$ cat config.mk
export PLATFORM = sky130hd
export DESIGN_NAME = axi4lite_ram_port_a_flat
export DESIGN_NICKNAME = d
export VERILOG_FILES = /design/src/rtl/axi4lite_ram_port_a_if.sv /design/src/rtl/axi4lite_ram_port_a.sv /design/src/flat_wrapper.sv
export SDC_FILE = /design/constraint.sdc
export NUM_CORES = 1
export LEC_CHECK = 0
export CAP_MARGIN = 0
export CORE_ASPECT_RATIO = 0.75
export CORE_MARGIN = 2
export CORE_UTILIZATION = 29
export CTS_CLUSTER_DIAMETER = 80
export DETAILED_ROUTE_END_ITERATION = 8
export PLACE_DENSITY = 0.75
export SYNTH_ARGS = -nofsm -noshare
export SYNTH_HDL_FRONTEND = slang
export SYNTH_SLANG_ARGS = --single-unit
$ cat constraint.sdc
create_clock -name aclk -period 2.1 [get_ports aclk]
set_clock_uncertainty 0.15 [all_clocks]
set_input_delay 0.63 -clock aclk [delete_from_list [all_inputs] [get_ports aclk]]
set_output_delay 0.63 -clock aclk [all_outputs]
set_load 0.02 [all_outputs]
$ cat src/rtl/axi4lite_ram_port_a_if.sv
// rtl/axi4lite_ram_port_a_if.sv - AXI4-Lite bus bundle between an AXI master and the RAM port-A front-end
interface axi4lite_ram_port_a_if #(
  parameter int AXI_ADDR_W = 32,
  parameter int AXI_DATA_W = 32
);
  logic [AXI_ADDR_W-1:0]   awaddr;
  logic                    awvalid;
  logic                    awready;
  logic [AXI_DATA_W-1:0]   wdata;
  logic [AXI_DATA_W/8-1:0] wstrb;
  logic                    wvalid;
  logic                    wready;
  logic [1:0]              bresp;
  logic                    bvalid;
  logic                    bready;
  logic [AXI_ADDR_W-1:0]   araddr;
  logic                    arvalid;
  logic                    arready;
  logic [AXI_DATA_W-1:0]   rdata;
  logic [1:0]              rresp;
  logic                    rvalid;
  logic                    rready;

  modport master (
    output awaddr, awvalid, wdata, wstrb, wvalid, bready, araddr, arvalid, rready,
    input  awready, wready, bresp, bvalid, arready, rdata, rresp, rvalid
  );

  modport slave (
    input  awaddr, awvalid, wdata, wstrb, wvalid, bready, araddr, arvalid, rready,
    output awready, wready, bresp, bvalid, arready, rdata, rresp, rvalid
  );
endinterface

$ cat src/rtl/axi4lite_ram_port_a.sv
// rtl/axi4lite_ram_port_a.sv - AXI4-Lite slave that serialises reads and writes onto a RAM port A
module axi4lite_ram_port_a #(
  parameter int ADDR_W     = 3,
  parameter int DATA_W     = 8,
  parameter int AXI_ADDR_W = 32,
  parameter int AXI_DATA_W = 32
) (
  input  logic                 aclk,
  input  logic                 aresetn,
  axi4lite_ram_port_a_if.slave s_axi,
  output logic                 ram_en,
  output logic                 ram_we,
  output logic [ADDR_W-1:0]    ram_addr,
  output logic [DATA_W-1:0]    ram_din,
  input  logic [DATA_W-1:0]    ram_dout
);
  localparam logic [1:0] RESP_OKAY   = 2'b00;
  localparam logic [1:0] RESP_SLVERR = 2'b10;

  typedef enum logic [2:0] {
    IDLE,
    WR_ISSUE,
    WR_RESP,
    RD_ISSUE,
    RD_DATA,
    RD_RESP
  } state_e;

  state_e                state_q, state_d;
  logic                  last_wr_q, last_wr_d;
  logic [ADDR_W-1:0]     addr_q, addr_d;
  logic                  in_range_q, in_range_d;
  logic [DATA_W-1:0]     wdata_q, wdata_d;
  logic                  wstrb0_q, wstrb0_d;
  logic                  bvalid_q, bvalid_d;
  logic [1:0]            bresp_q, bresp_d;
  logic                  rvalid_q, rvalid_d;
  logic [1:0]            rresp_q, rresp_d;
  logic [AXI_DATA_W-1:0] rdata_q, rdata_d;
  logic                  ram_en_q, ram_en_d;
  logic                  ram_we_q, ram_we_d;
  logic [ADDR_W-1:0]     ram_addr_q, ram_addr_d;
  logic [DATA_W-1:0]     ram_din_q, ram_din_d;

  logic wr_req, rd_req, grant_wr, grant_rd;
  logic aw_in_range, ar_in_range;

  // Address bits and byte lanes the narrow port-A datapath never looks at.
  logic unused_bits;
  assign unused_bits = ^{s_axi.awaddr[1:0], s_axi.araddr[1:0],
                         s_axi.wdata[AXI_DATA_W-1:DATA_W], s_axi.wstrb[AXI_DATA_W/8-1:1]};

  assign aw_in_range = ~|s_axi.awaddr[AXI_ADDR_W-1:ADDR_W+2];
  assign ar_in_range = ~|s_axi.araddr[AXI_ADDR_W-1:ADDR_W+2];

  // Round-robin grant in IDLE: on a conflict the type not served last wins; readys stay low in reset.
  always_comb begin
    wr_req   = s_axi.awvalid & s_axi.wvalid;
    rd_req   = s_axi.arvalid;
    grant_wr = 1'b0;
    grant_rd = 1'b0;
    if (aresetn && state_q == IDLE) begin
      if (wr_req && (!rd_req || !last_wr_q)) begin
        grant_wr = 1'b1;
      end else if (rd_req) begin
        grant_rd = 1'b1;
      end
    end
  end

  // Next-state and next-output logic; every output is registered one cycle behind the state.
  always_comb begin
    state_d    = state_q;
    last_wr_d  = last_wr_q;
    addr_d     = addr_q;
    in_range_d = in_range_q;
    wdata_d    = wdata_q;
    wstrb0_d   = wstrb0_q;
    bvalid_d   = bvalid_q;
    bresp_d    = bresp_q;
    rvalid_d   = rvalid_q;
    rresp_d    = rresp_q;
    rdata_d    = rdata_q;
    ram_en_d   = 1'b0;
    ram_we_d   = 1'b0;
    ram_addr_d = ram_addr_q;
    ram_din_d  = ram_din_q;

    unique case (state_q)
      IDLE: begin
        if (grant_wr) begin
          addr_d     = s_axi.awaddr[ADDR_W+1:2];
          in_range_d = aw_in_range;
          wdata_d    = s_axi.wdata[DATA_W-1:0];
          wstrb0_d   = s_axi.wstrb[0];
          last_wr_d  = 1'b1;
          state_d    = WR_ISSUE;
        end else if (grant_rd) begin
          addr_d     = s_axi.araddr[ADDR_W+1:2];
          in_range_d = ar_in_range;
          last_wr_d  = 1'b0;
          state_d    = RD_ISSUE;
        end
      end
      WR_ISSUE: begin
        // A cleared byte-0 strobe is a legal no-op: no RAM cycle, but still OKAY.
        ram_en_d   = in_range_q & wstrb0_q;
        ram_we_d   = in_range_q & wstrb0_q;
        ram_addr_d = addr_q;
        ram_din_d  = wdata_q;
        state_d    = WR_RESP;
      end
      WR_RESP: begin
        if (!bvalid_q) begin
          bvalid_d = 1'b1;
          bresp_d  = in_range_q ? RESP_OKAY : RESP_SLVERR;
        end else if (s_axi.bready) begin
          bvalid_d = 1'b0;
          state_d  = IDLE;
        end
      end
      RD_ISSUE: begin
        ram_en_d   = in_range_q;
        ram_addr_d = addr_q;
        state_d    = RD_DATA;
      end
      RD_DATA: begin
        // RAM samples the enabled read at the end of this cycle.
        state_d = RD_RESP;
      end
      RD_RESP: begin
        if (!rvalid_q) begin
          rvalid_d = 1'b1;
          rdata_d  = '0;
          if (in_range_q) begin
            rdata_d[DATA_W-1:0] = ram_dout;
          end
          rresp_d  = in_range_q ? RESP_OKAY : RESP_SLVERR;
        end else if (s_axi.rready) begin
          rvalid_d = 1'b0;
          state_d  = IDLE;
        end
      end
      default: state_d = IDLE;
    endcase
  end

  // State and registered outputs; reset abandons any transaction in flight.
  always_ff @(posedge aclk) begin
    if (!aresetn) begin
      state_q    <= IDLE;
      last_wr_q  <= 1'b0;
      addr_q     <= '0;
      in_range_q <= 1'b0;
      wdata_q    <= '0;
      wstrb0_q   <= 1'b0;
      bvalid_q   <= 1'b0;
      bresp_q    <= 2'b00;
      rvalid_q   <= 1'b0;
      rresp_q    <= 2'b00;
      rdata_q    <= '0;
      ram_en_q   <= 1'b0;
      ram_we_q   <= 1'b0;
      ram_addr_q <= '0;
      ram_din_q  <= '0;
    end else begin
      state_q    <= state_d;
      last_wr_q  <= last_wr_d;
      addr_q     <= addr_d;
      in_range_q <= in_range_d;
      wdata_q    <= wdata_d;
      wstrb0_q   <= wstrb0_d;
      bvalid_q   <= bvalid_d;
      bresp_q    <= bresp_d;
      rvalid_q   <= rvalid_d;
      rresp_q    <= rresp_d;
      rdata_q    <= rdata_d;
      ram_en_q   <= ram_en_d;
      ram_we_q   <= ram_we_d;
      ram_addr_q <= ram_addr_d;
      ram_din_q  <= ram_din_d;
    end
  end

  assign s_axi.awready = grant_wr;
  assign s_axi.wready  = grant_wr;
  assign s_axi.arready = grant_rd;
  assign s_axi.bvalid  = bvalid_q;
  assign s_axi.bresp   = bresp_q;
  assign s_axi.rvalid  = rvalid_q;
  assign s_axi.rresp   = rresp_q;
  assign s_axi.rdata   = rdata_q;
  assign ram_en        = ram_en_q;
  assign ram_we        = ram_we_q;
  assign ram_addr      = ram_addr_q;
  assign ram_din       = ram_din_q;
endmodule

$ cat src/flat_wrapper.sv
// flat-port wrapper written by rule: the top's interface ports become plain ports
module axi4lite_ram_port_a_flat 
#(
  parameter int ADDR_W     = 3,
  parameter int DATA_W     = 8,
  parameter int AXI_ADDR_W = 32,
  parameter int AXI_DATA_W = 32
)
  (aclk, aresetn, ram_en, ram_we, ram_addr, ram_din, ram_dout, s_axi_awaddr, s_axi_awvalid, s_axi_wdata, s_axi_wstrb, s_axi_wvalid, s_axi_bready, s_axi_araddr, s_axi_arvalid, s_axi_rready, s_axi_awready, s_axi_wready, s_axi_bresp, s_axi_bvalid, s_axi_arready, s_axi_rdata, s_axi_rresp, s_axi_rvalid);
  axi4lite_ram_port_a_if #(.AXI_ADDR_W(AXI_ADDR_W), .AXI_DATA_W(AXI_DATA_W)) s_axi_i ();
  input  logic aclk;
  input  logic aresetn;
  output logic ram_en;
  output logic ram_we;
  output logic [ADDR_W-1:0] ram_addr;
  output logic [DATA_W-1:0] ram_din;
  input  logic [DATA_W-1:0] ram_dout;
  input wire logic [$bits(s_axi_i.awaddr)-1:0] s_axi_awaddr;
  input wire logic [$bits(s_axi_i.awvalid)-1:0] s_axi_awvalid;
  input wire logic [$bits(s_axi_i.wdata)-1:0] s_axi_wdata;
  input wire logic [$bits(s_axi_i.wstrb)-1:0] s_axi_wstrb;
  input wire logic [$bits(s_axi_i.wvalid)-1:0] s_axi_wvalid;
  input wire logic [$bits(s_axi_i.bready)-1:0] s_axi_bready;
  input wire logic [$bits(s_axi_i.araddr)-1:0] s_axi_araddr;
  input wire logic [$bits(s_axi_i.arvalid)-1:0] s_axi_arvalid;
  input wire logic [$bits(s_axi_i.rready)-1:0] s_axi_rready;
  output wire logic [$bits(s_axi_i.awready)-1:0] s_axi_awready;
  output wire logic [$bits(s_axi_i.wready)-1:0] s_axi_wready;
  output wire logic [$bits(s_axi_i.bresp)-1:0] s_axi_bresp;
  output wire logic [$bits(s_axi_i.bvalid)-1:0] s_axi_bvalid;
  output wire logic [$bits(s_axi_i.arready)-1:0] s_axi_arready;
  output wire logic [$bits(s_axi_i.rdata)-1:0] s_axi_rdata;
  output wire logic [$bits(s_axi_i.rresp)-1:0] s_axi_rresp;
  output wire logic [$bits(s_axi_i.rvalid)-1:0] s_axi_rvalid;
  assign s_axi_i.awaddr = s_axi_awaddr;
  assign s_axi_i.awvalid = s_axi_awvalid;
  assign s_axi_i.wdata = s_axi_wdata;
  assign s_axi_i.wstrb = s_axi_wstrb;
  assign s_axi_i.wvalid = s_axi_wvalid;
  assign s_axi_i.bready = s_axi_bready;
  assign s_axi_i.araddr = s_axi_araddr;
  assign s_axi_i.arvalid = s_axi_arvalid;
  assign s_axi_i.rready = s_axi_rready;
  assign s_axi_awready = s_axi_i.awready;
  assign s_axi_wready = s_axi_i.wready;
  assign s_axi_bresp = s_axi_i.bresp;
  assign s_axi_bvalid = s_axi_i.bvalid;
  assign s_axi_arready = s_axi_i.arready;
  assign s_axi_rdata = s_axi_i.rdata;
  assign s_axi_rresp = s_axi_i.rresp;
  assign s_axi_rvalid = s_axi_i.rvalid;
  axi4lite_ram_port_a #(.ADDR_W(ADDR_W), .DATA_W(DATA_W), .AXI_ADDR_W(AXI_ADDR_W), .AXI_DATA_W(AXI_DATA_W)) u_core (.aclk(aclk), .aresetn(aresetn), .s_axi(s_axi_i), .ram_en(ram_en), .ram_we(ram_we), .ram_addr(ram_addr), .ram_din(ram_din), .ram_dout(ram_dout));
endmodule
After elaboration in Yosys (flattened, before gate mapping)
Index checks and enable logic that the tools add are counted.

Add/subtract/negate cells: 0. $mul: 0. Div/mod/pow operators: 0. Magnitude comparators: 0. Eq/ne operators: 10. Shifts and indexed selects: 0. Muxes and demuxes: 25. Bitwise logic cells: 4. Reductions and logical operators: 18.

Operator list (number): 27-bit OR reduction (2); 3-bit two-way mux (8); 3-bit one-hot mux with 6 select lines (1); 1-bit two-way mux (13); 2-bit AND reduction (5); 8-bit two-way mux (1); 3-bit by 2-bit equality test with 1-bit output, second input constant (2); 3-bit equality test, second input constant (2); 5-bit AND reduction (1); 1-bit logical NOT (4); 2-bit by 1-bit inequality test with 1-bit output, second input constant (2); 2-bit inequality test, second input constant (2); 3-bit by 1-bit equality test with 1-bit output, second input constant (1); 3-bit logical NOT (1); 3-bit inequality test, second input constant (1); 1-bit bitwise AND (2); 1-bit logical AND (2); 2-bit two-way mux (1); 1-bit inverter (2); 1-bit one-hot mux with 2 select lines (1); 2-bit nonzero test (1); 2-bit OR reduction (1); 1-bit logical OR (1).

Flip-flop bits (word level): 44. Latch bits: 0. Memory bits (writable): 0. Bits in read-only memories: 0. Bits of input ports: 115. Output and inout bits: 54. Memories: 0.

Logic depth before layout (Yosys ltp)
Gate-level depths: netlist of the first run.

Depth in word-level cells: 8. Mapped depth: 7. Depth with buffers taken out: 5.

Worst setup path after synthesis of the first run
No wires, ideal clock.

Kind: input to output. Start: in aresetn. End: out s_axi_wready. Data arrival time: 1.546 ns. Slack: -0.226 ns. Stages on the path: 5. Buffers on the path: 2. Cells stage by stage: nor4b_4 > nand4_4 > inv_2 > buf_4 > buf_4.

Cells in the longest elaborated chain, start to end: 2.

Ends and longest elaborated chain: from (decl) (RTL line flat_wrapper.sv:12) `input logic aresetn;`; 1-bit logical AND (RTL line axi4lite_ram_port_a.sv:62) `if (aresetn && state_q == IDLE) begin`; 1-bit two-way mux (RTL line axi4lite_ram_port_a.sv:62); to (decl) (RTL line flat_wrapper.sv:28) `output wire logic [$bits(s_axi_i.wready)-1:0] s_axi_wready;`.

No other way between the ends.

Final worst setup path of the first run
Same ends and word-level chain as after synthesis.

==> results of run 1 <==
==> worst reg2reg max path: stages, from the launching register on <==
cell      delay, ns
dfxtp_2        0.34
nor4b_4        0.29
buf_4          0.16
o211ai_1       0.10
buf_4          0.15
buf_4          0.12
buf_4          0.12
buf_4          0.12
o32a_1         0.30
o31ai_1        0.07
==> cells by family (layout without fill, tap and decap cells) <==
logic type / after synthesis / count (layout) / share of synthesized area, %
AO/OA/AOI/OAI: 28 / 28 / 9.91
buffers and inverters: 43 / 143 / 14.7
AND/OR/NAND/NOR: 114 / 114 / 28.6
other: 1 / 26 / 0.186
multiplexers: 10 / 10 / 4.96
flip-flops: 42 / 42 / 41.6
==> power groups by stage <==
stage / sequential (uW) / combinational (uW) / clock [uW]
2_1_floorplan: 884 / 265 / 0
3_3_place_gp: 879 / 459 / 0
3_5_place_dp: 880 / 469 / 0
4_1_cts: 861 / 486 / 650
5_1_grt: 868 / 528 / 687
6_report: 862 / 491 / 631
==> timing repair <==
item,4_1_cts,5_1_grt
hold buffers,0,0
pin swaps,2,3
resized for setup,33,2
setup endpoints to repair,9,4
setup buffers,6,2
==> registers in the layout (all words and copies together), names as in the netlist <==
register and count:
u_core.s_axi.rvalid 1, u_core.in_range_q 1, u_core.state_q 3, u_core.wstrb0_q 1, u_core.wdata_q 8, u_core.s_axi.rdata 8, u_core.ram_en 1, u_core.ram_din 8
u_core.ram_addr 3, u_core.s_axi.bresp 1, u_core.ram_we 1, u_core.s_axi.bvalid 1, u_core.last_wr_q 1, u_core.addr_q 3, u_core.s_axi.rresp 1
==> worst paths after layout <==
check / start / endpoint / depth (start not counted)
hold reg to reg: u_core.s_axi.rdata[6] / u_core.s_axi.rdata[6] / 2
setup / recovery: aresetn / s_axi_wready / 6
hold / removal: u_core.s_axi.rdata[6] / u_core.s_axi.rdata[6] / 2
setup reg to reg: u_core.state_q[0] / u_core.in_range_q / 9
==> per-stage QoR <==
step / cell area [sq um] / total power, uW
final: 3310 / 1980
after global routing: 3310 / 2080
after CTS: 3310 / 2000
after detailed placement: 3150 / 1350
after global placement: 3150 / 1340
after floorplan: 2130 / 1150
==> cell usage after synthesis, types with 2 or more instances <==
cell type / n
a21oi_1: 17
a311oi_2: 3
buf_4: 28
buf_6: 4
clkbuf_1: 6
dfxtp_1: 42
inv_1: 2
mux2i_1: 10
nand2_1: 47
nand3_1: 20
nand3b_1: 2
nand4_1: 2
nor2_1: 18
nor4_1: 14
==> per-layer routing <==
layer / share of wire (%) / wire [um]
met3: 7.4 / 427
met2: 49 / 2850
met5: 0 / 0
met1: 42 / 2460
met4: 0.95 / 55
==> layout make-up <==
type	count	area share (%)
tap	84	3.17
timing repair buffer	132	38.1
multi-input combinational	178	29.5
clock buffer	6	2.19
sequential	42	25.5
clock inverter	2	1.13
inverter	3	0.415
==> impl_metrics.env, run 1 <==
export IMPL_outcome="finished with violations"
export IMPL_violations="negative setup slack"
export IMPL_drive_gt1_share_pct=12.9
export IMPL_start_kind="input pin"
export IMPL_p_per_area_mw_per_mm2=599
export IMPL_clockBufferDepth=2
export IMPL_holdWs_ns=0.309
export IMPL_initial_core_util_pct=29.8
export IMPL_dp_hpwl_um=4540
export IMPL_avgSynthCellArea_sq_um=8.49
export IMPL_dieHeight_um=76.3
export IMPL_cp_data_required_time_ns=1.32
export IMPL_busiest_layer="met2"
export IMPL_vdd_ir_drop_max_v=0.000296
export IMPL_io_buffers=111
export IMPL_fin_crit_sh_pct=104
export IMPL_worst_path_largest_cell_delay_ns=0.21
export IMPL_wire_per_inst_um=13.0
export IMPL_yosysWarningCount=0
export IMPL_grt_use_total_pct=15.6
export IMPL_combPwrFrac_pct=24.8
export IMPL_worstSetupPathType="in -> out"
export IMPL_ys_ff_latch=42
export IMPL_routed_wl_um=5790
export IMPL_setup_tns_ns=-0.256
export IMPL_worst_pin_slew_ns=0.556
export IMPL_rsz0062_at_grt="true"
export IMPL_crit_arrival_ns=1.41
export IMPL_grt_util_met2_pct=28.1
export IMPL_clk_pin_slew_worst_paths_ns=0.08
export IMPL_reg2reg_slack_ns=0.11
export IMPL_synthFlopType="dfxtp_1"
export IMPL_use_met1_pct=18.5
export IMPL_synth_distinct_cells=37
export IMPL_design_die_area_sq_mm=0.00765
export IMPL_power_frac_seq_pct=43.4
export IMPL_ios=169
export IMPL_hold_viol=0
export IMPL_synth_seq_area_share_pct=41.6
export IMPL_multi_input_area_sq_um=977
export IMPL_setup_ws_ns=-0.0897
export IMPL_n_antenna_cell=0
export IMPL_grt_antenna_before_repair=0
export IMPL_regArea_sq_um=843
export IMPL_drcViolationCount=0
export IMPL_maxCapViolCount=0
export IMPL_finalWeightedCongestion=0.788
export IMPL_ys_top_cells_by_area="dfxtp_1 42%, buf_4 10%, nand2_1 8.7%"
export IMPL_drtIter0Drc=55
export IMPL_final_cell_mix="102 x clkdlybuf4s50_1, 46 x nand2_1, 40 x dfxtp_1"
export IMPL_setup_viol=3
export IMPL_slew_viol_final=0
export IMPL_maxSlewHeadroom_pct=62.8
export IMPL_core_sq_mm=0.00677
export IMPL_min_delay_path_class="reg -> reg"
export IMPL_finalCriticalPeriod_ns=2.19
export IMPL_num_fill_cells=659
export IMPL_synthesis_area_sq_mm=0.00202
export IMPL_pre_cts_slack_ns=-1.07
export IMPL_grt_pass1_wl_um=9560
export IMPL_ys_async_sr_fraction_pct=0
export IMPL_clock_sinks=42
export IMPL_grt_max_degree=29
export IMPL_switching_share_pct=26.3
export IMPL_cp_slowest_cell="nor4b_4"
export IMPL_stdcell_count=447
export IMPL_p_int_uw=1460
export IMPL_cts_tree="yes"
export IMPL_cp_end_kind="output port"
export IMPL_final_common_cell="clkdlybuf4s50_1"
export IMPL_crit_family="buffers and inverters"
export IMPL_final_util_pct=49.0
export IMPL_ant_nets=0
export IMPL_cp_max_fo=5
export IMPL_synth_top_cell_by_area="dfxtp_1"
export IMPL_grt_pass1_vias=2100
export IMPL_synth_top_cell_area_share_pct=41.6
export IMPL_root_buffer="clkbuf_8"
export IMPL_cp_num_buf_inv=4
export IMPL_cts_made_buffers=5
export IMPL_clockPowerShare_pct=31.8
export IMPL_path_cells="buf_2 -> nor4b_4 -> buf_4 -> nand4_4 -> inv_4 -> buf_6"
export IMPL_h_tree_depth=2
export IMPL_area_delta_synth_final_pct=64.1
export IMPL_netlist_instances=238
export IMPL_chipWidth_um=100
export IMPL_p_leak_uw=0.00130
export IMPL_switchingPower_uw=521
export IMPL_drt_vias_per_instance=4.60
export IMPL_gr_usage_met3_pct=4.13
export IMPL_vias=2056
export IMPL_clk_latency_ns=0.29
export IMPL_nNetsFinal=477
export IMPL_firstDrtPassIters=5
export IMPL_grt_ovfl_total=0
export IMPL_core_rowCount=26
export IMPL_synth_edf_count=0
export IMPL_placed_cells_incl_taps=432
export IMPL_fmax_ghz=0.457
No activity file was read; power rests on OpenSTA's default activity.
==> run 2, diff against run 1 <==
--- a/config.mk
+++ b/config.mk
@@ -8,10 +8,10 @@
 export CAP_MARGIN = 0
 export CORE_ASPECT_RATIO = 0.75
 export CORE_MARGIN = 2
-export CORE_UTILIZATION = 29
+export CORE_UTILIZATION = 35
 export CTS_CLUSTER_DIAMETER = 80
 export DETAILED_ROUTE_END_ITERATION = 8
-export PLACE_DENSITY = 0.75
+export PLACE_DENSITY = 0.85
 export SYNTH_ARGS = -nofsm -noshare
 export SYNTH_HDL_FRONTEND = slang
 export SYNTH_SLANG_ARGS = --single-unit
==> constraint.sdc (replaced) <==
create_clock -name aclk -period 2.8 [get_ports aclk]
set_clock_uncertainty 0.15 [all_clocks]
set_input_delay 0.84 -clock aclk [delete_from_list [all_inputs] [get_ports aclk]]
set_output_delay 0.84 -clock aclk [all_outputs]
set_load 0.02 [all_outputs]
==> run 2 against run 1 <==
  * The flow now finishes without violations
  * Non-clock buffer count fell by 4
  * Critical path depth did not move
  * Global-route usage rose by 1.7 points
  * Worst hold slack worse by 0.0043 ns
  * First-iteration DRC count down 18%
  * Largest power group unchanged
  * Highest routed layer unchanged
==> impl_metrics.env, run 2 (synthesis results as in run 1) <==
export IMPL_worstSetupPathType="in -> out"
export IMPL_drive_gt1_share_pct=10.6
export IMPL_cp_max_fo=2
export IMPL_initial_core_util_pct=36.9
export IMPL_outcome="finished, final reports clean"
export IMPL_clockPowerShare_pct=27.2
export IMPL_core_rowCount=23
export IMPL_finalCriticalPeriod_ns=2.69
export IMPL_wire_per_inst_um=13.1
export IMPL_grt_max_degree=29
export IMPL_maxCapViolCount=0
export IMPL_stdcell_count=432
export IMPL_grt_antenna_before_repair=0
export IMPL_power_uw=1380
export IMPL_cts_tree="yes"
export IMPL_placed_cells_incl_taps=420
export IMPL_worst_pin_slew_ns=0.525
export IMPL_slew_viol_final=0
export IMPL_grt_pass1_wl_um=9000
export IMPL_rsz0062_at_grt="false"
export IMPL_cp_end_kind="output port"
export IMPL_dieHeight_um=69.8
export IMPL_vdd_ir_drop_max_v=0.000194
export IMPL_p_per_area_mw_per_mm2=425
export IMPL_worst_path_largest_cell_delay_ns=0.29
export IMPL_grt_ovfl_total=0
export IMPL_chipWidth_um=91.7
export IMPL_final_cell_mix="104 x clkdlybuf4s50_1, 46 x nand2_1, 42 x dfxtp_1"
export IMPL_finalWeightedCongestion=0.832
export IMPL_dp_hpwl_um=4340
export IMPL_clk_pin_slew_worst_paths_ns=0.07
export IMPL_p_int_uw=1010
export IMPL_clk_latency_ns=0.28
export IMPL_path_cells="clkbuf_2 -> nor4b_4 -> buf_4 -> o211ai_1 -> inv_1 -> buf_6"
export IMPL_clock_sinks=42
export IMPL_p_leak_uw=0.00127
export IMPL_root_buffer="clkbuf_8"
export IMPL_dpl_cell_area_sq_mm=0.00311
export IMPL_ant_nets=0
export IMPL_cp_slowest_cell="nor4b_4"
export IMPL_drcViolationCount=0
export IMPL_routed_wl_um=5640
export IMPL_switching_share_pct=26.5
export IMPL_min_delay_path_class="reg -> reg"
export IMPL_maxSlewHeadroom_pct=64.9
export IMPL_switchingPower_uw=365
export IMPL_vias=1999
export IMPL_area_delta_synth_final_pct=60.3
export IMPL_setup_tns_ns=0
export IMPL_grt_pass1_vias=1967
export IMPL_crit_arrival_ns=1.70
export IMPL_design_die_area_sq_mm=0.00640
export IMPL_final_common_cell="clkdlybuf4s50_1"
export IMPL_fmax_ghz=0.372
export IMPL_firstDrtPassIters=4
export IMPL_ios=169
export IMPL_postCtsHoldBufs=0
export IMPL_io_buffers=111
export IMPL_h_tree_depth=2
export IMPL_fin_crit_sh_pct=95.9
export IMPL_final_cell_area_sq_mm=0.00324
export IMPL_hold_viol=0
export IMPL_pre_cts_slack_ns=-0.798
export IMPL_cp_data_required_time_ns=1.81
export IMPL_start_kind="input pin"
export IMPL_nNetsFinal=473
export IMPL_setup_ws_ns=0.113
export IMPL_power_frac_seq_pct=47.0
export IMPL_core_sq_mm=0.00547
export IMPL_reg2reg_slack_ns=0.75
export IMPL_grt_use_total_pct=17.3
export IMPL_combPwrFrac_pct=25.8
export IMPL_setup_viol=0
export IMPL_cts_made_buffers=5
export IMPL_n_antenna_cell=0
export IMPL_drt_vias_per_instance=4.63
export IMPL_clockBufferDepth=2
export IMPL_drtIter0Drc=45
## run 2: cell types whose count changed in the layout (fill, tap and decap cells not counted), moves of 2 or more
cell / change
dfxtp_1: +2
buf_4: -2
buf_6: -3
dfxtp_2: -2
clkdlybuf4s50_1: +2
## run 2: critical path: cells and delay by family
kind | cells | cell delay, ns
AOI/OAI and AO/OA | 1 | 0.10
buffers and inverters | 4 | 0.46
and+or+nand+nor | 1 | 0.29
## run 2: final timing paths
path	start	end	cells after the start
min reg2reg	u_core.wdata_q[5]	u_core.wdata_q[5]	2
max	aresetn	s_axi_arready	6
max reg2reg	u_core.state_q[0]	u_core.in_range_q	8
min	u_core.wdata_q[5]	u_core.wdata_q[5]	2
## run 2: cell type report
class	count	area, sq um
Clock buffer	6	82.6
Fill cell	491	2230
Multi-Input combinational cell	178	977
Timing Repair Buffer	128	1230
Sequential cell	42	841
Inverter	3	16.3
Tap cell	75	93.8
## run 2: power groups by stage
stage / registers, uW / logic, uW / clock network, uW
detailed placement: 661 / 341 / 0
floorplan: 663 / 196 / 0
global placement: 659 / 336 / 0
global route: 651 / 384 / 420
finish: 647 / 355 / 375
CTS: 647 / 347 / 394
## run 2: layer usage
layer	share of wire, %	global-route usage, %	up-vias
met5	0	0	-
met4	1.3	3.48	0
met3	9.0	6.63	8
met2	48	30.4	94
met1	41	20.2	891
li1	-	-	1006
## run 2: through the flow
stage / hold WS (ns) / util, %
after global routing: 0.328 / 59.2
after floorplan: 0.282 / -
after CTS: 0.308 / 58.7
final: 0.305 / 59.2
after global placement: 0.287 / 57.0
after detailed placement: 0.296 / 57.0
## run 2: timing repair
item                                    in CTS  in global routing
gates resized for setup                     22                  4
endpoints found under the setup margin       3                  3
pin swaps                                    1                  0
setup buffers                                2                  4
==> run 3, diff against run 2 <==
--- a/config.mk
+++ b/config.mk
@@ -11,7 +11,8 @@
 export CORE_UTILIZATION = 35
 export CTS_CLUSTER_DIAMETER = 80
 export DETAILED_ROUTE_END_ITERATION = 8
-export PLACE_DENSITY = 0.85
+export PLACE_DENSITY = 0.84
 export SYNTH_ARGS = -nofsm -noshare
 export SYNTH_HDL_FRONTEND = slang
 export SYNTH_SLANG_ARGS = --single-unit
+export TNS_END_PERCENT = 1
==> run 3 against run 2 <==
  * Wire length is 0.98% lower
  * Worst hold slack worse by 0.0015 ns
  * Non-clock buffer count is 3 lower
  * Clock power is 5.3% higher
  * Combinational power hardly changed
  * Sequential power hardly changed
  * Via count is 2.0% lower
  * Final area is 0.46% lower
  * First-iteration DRC count is 40% lower
  * Sequential share of layout area is 0.12 points higher
==> impl_metrics.env, run 3 (synthesis results as in run 1) <==
export IMPL_dieHeight_um=69.8
export IMPL_h_tree_depth=2
export IMPL_hold_viol=0
export IMPL_core_rowCount=23
export IMPL_num_fill_cells=518
export IMPL_setup_ws_ns=0.0280
export IMPL_ios=169
export IMPL_vias=1959
export IMPL_cts_made_buffers=5
export IMPL_initial_core_util_pct=36.9
export IMPL_crit_arrival_ns=1.78
export IMPL_combPwrFrac_pct=25.6
export IMPL_start_kind="input pin"
export IMPL_p_leak_uw=0.00125
export IMPL_drive_gt1_share_pct=9.83
export IMPL_chipWidth_um=91.7
export IMPL_grt_pass1_vias=2012
export IMPL_drtIter0Drc=27
export IMPL_multi_input_area_sq_um=975
export IMPL_io_buffers=111
export IMPL_grt_pass1_wl_um=8980
export IMPL_root_buffer="clkbuf_8"
export IMPL_final_common_cell="clkdlybuf4s50_1"
export IMPL_switchingPower_uw=378
export IMPL_fin_crit_sh_pct=99.0
export IMPL_postCtsHoldBufs=0
export IMPL_firstDrtPassIters=4
export IMPL_final_cell_mix="105 x clkdlybuf4s50_1, 47 x nand2_1, 42 x dfxtp_1"
export IMPL_cp_max_fo=3
export IMPL_power_uw=1400
export IMPL_area_delta_synth_final_pct=59.6
export IMPL_worst_pin_slew_ns=0.519
export IMPL_wire_per_inst_um=13.0
export IMPL_busiest_layer="met2"
export IMPL_ant_nets=0
export IMPL_min_delay_path_class="reg -> reg"
export IMPL_routed_wl_um=5580
export IMPL_power_frac_seq_pct=46.2
export IMPL_slew_viol_final=0
export IMPL_nNetsFinal=470
export IMPL_switching_share_pct=27.0
export IMPL_design_die_area_sq_mm=0.00640
export IMPL_regArea_sq_um=841
export IMPL_clk_latency_ns=0.29
export IMPL_grt_use_total_pct=17.4
export IMPL_worstSetupPathType="in -> out"
export IMPL_clockPowerShare_pct=28.2
export IMPL_maxSlewHeadroom_pct=65.3
export IMPL_grt_util_met2_pct=31.6
export IMPL_drcViolationCount=0
export IMPL_finalCriticalPeriod_ns=2.77
export IMPL_grt_antenna_before_repair=0
export IMPL_use_met1_pct=20.3
export IMPL_fmax_ghz=0.361
export IMPL_n_antenna_cell=0
export IMPL_gr_usage_met3_pct=5.76
export IMPL_reg2reg_slack_ns=0.78
export IMPL_setup_viol=0
export IMPL_maxCapViolCount=0
export IMPL_outcome="finished, final reports clean"
export IMPL_drt_vias_per_instance=4.55
export IMPL_clockBufferDepth=2
export IMPL_vdd_ir_drop_max_v=0.000210
export IMPL_cp_data_required_time_ns=1.81
export IMPL_setup_tns_ns=0
export IMPL_cts_tree="yes"
export IMPL_clk_pin_slew_worst_paths_ns=0.07
export IMPL_p_per_area_mw_per_mm2=434
export IMPL_p_int_uw=1020
export IMPL_finalWeightedCongestion=0.768
export IMPL_clock_sinks=42
export IMPL_pre_cts_slack_ns=-0.709
export IMPL_grt_ovfl_total=0
export IMPL_cp_end_kind="output port"
export IMPL_core_sq_mm=0.00547
export IMPL_grt_max_degree=29
export IMPL_dp_hpwl_um=4330
export IMPL_rsz0062_at_grt="false"
[run 3: final cells by class]
| class | instances | area share [%] |
|---|---|---|
| Tap cell | 75 | 2.91 |
| Timing Repair Buffer | 125 | 37.5 |
| Inverter | 3 | 0.427 |
| Clock buffer | 7 | 2.68 |
| Clock inverter | 1 | 0.155 |
| Multi-Input combinational cell | 178 | 30.2 |
| Sequential cell | 42 | 26.1 |
[run 3: final timing paths]
check,start,endpoint,cells after the start
hold / removal,u_core.s_axi.rdata[4],u_core.s_axi.rdata[4],2
setup / recovery,s_axi_arvalid,s_axi_wready,5
hold reg to reg,u_core.s_axi.rdata[4],u_core.s_axi.rdata[4],2
setup reg to reg,u_core.state_q[0],u_core.addr_q[0],8
[run 3: power by group through the flow]
stage                     Combinational (uW)  Sequential (uW)  Clock (uW)
after global routing                     385              650         436
final                                    358              646         395
after global placement                   335              659           0
after CTS                                352              646         408
after floorplan                          196              663           0
after detailed placement                 342              660           0
[run 3: routing by layer]
layer | part of all wire [%] | routed length, um | up-vias
li1 | - | - | 1001
met1 | 42 | 2370 | 888
met2 | 50 | 2790 | 68
met3 | 7.4 | 412 | 2
met4 | 0.11 | 6 | 0
met5 | 0 | 0 | -
[run 3: worst max-delay path, stage by stage]
cell	delay [ns]
clkdlybuf4s50_1	0.47
nand2_1	0.14
nand4_4	0.12
inv_4	0.10
buf_6	0.11
[run 3: through the flow]
stage                     utilization, %  cells  instance area [sq um]  hold slack, ns
final                               58.9    431                   3220           0.303
after global routing                58.9    431                   3220           0.325
after CTS                           58.8    430                   3220           0.306
after detailed placement            56.8    419                   3110           0.295
after global placement              56.8    419                   3110           0.288
after floorplan                        -    263                   2110           0.282
[run 3: what timing repair did]
action / in CTS / in global routing
setup endpoints to repair: 3 / 3
gates cloned: 0 / 0
gates resized for setup: 20 / 3
pin swaps: 0 / 0
buffers inserted: 3 / 1
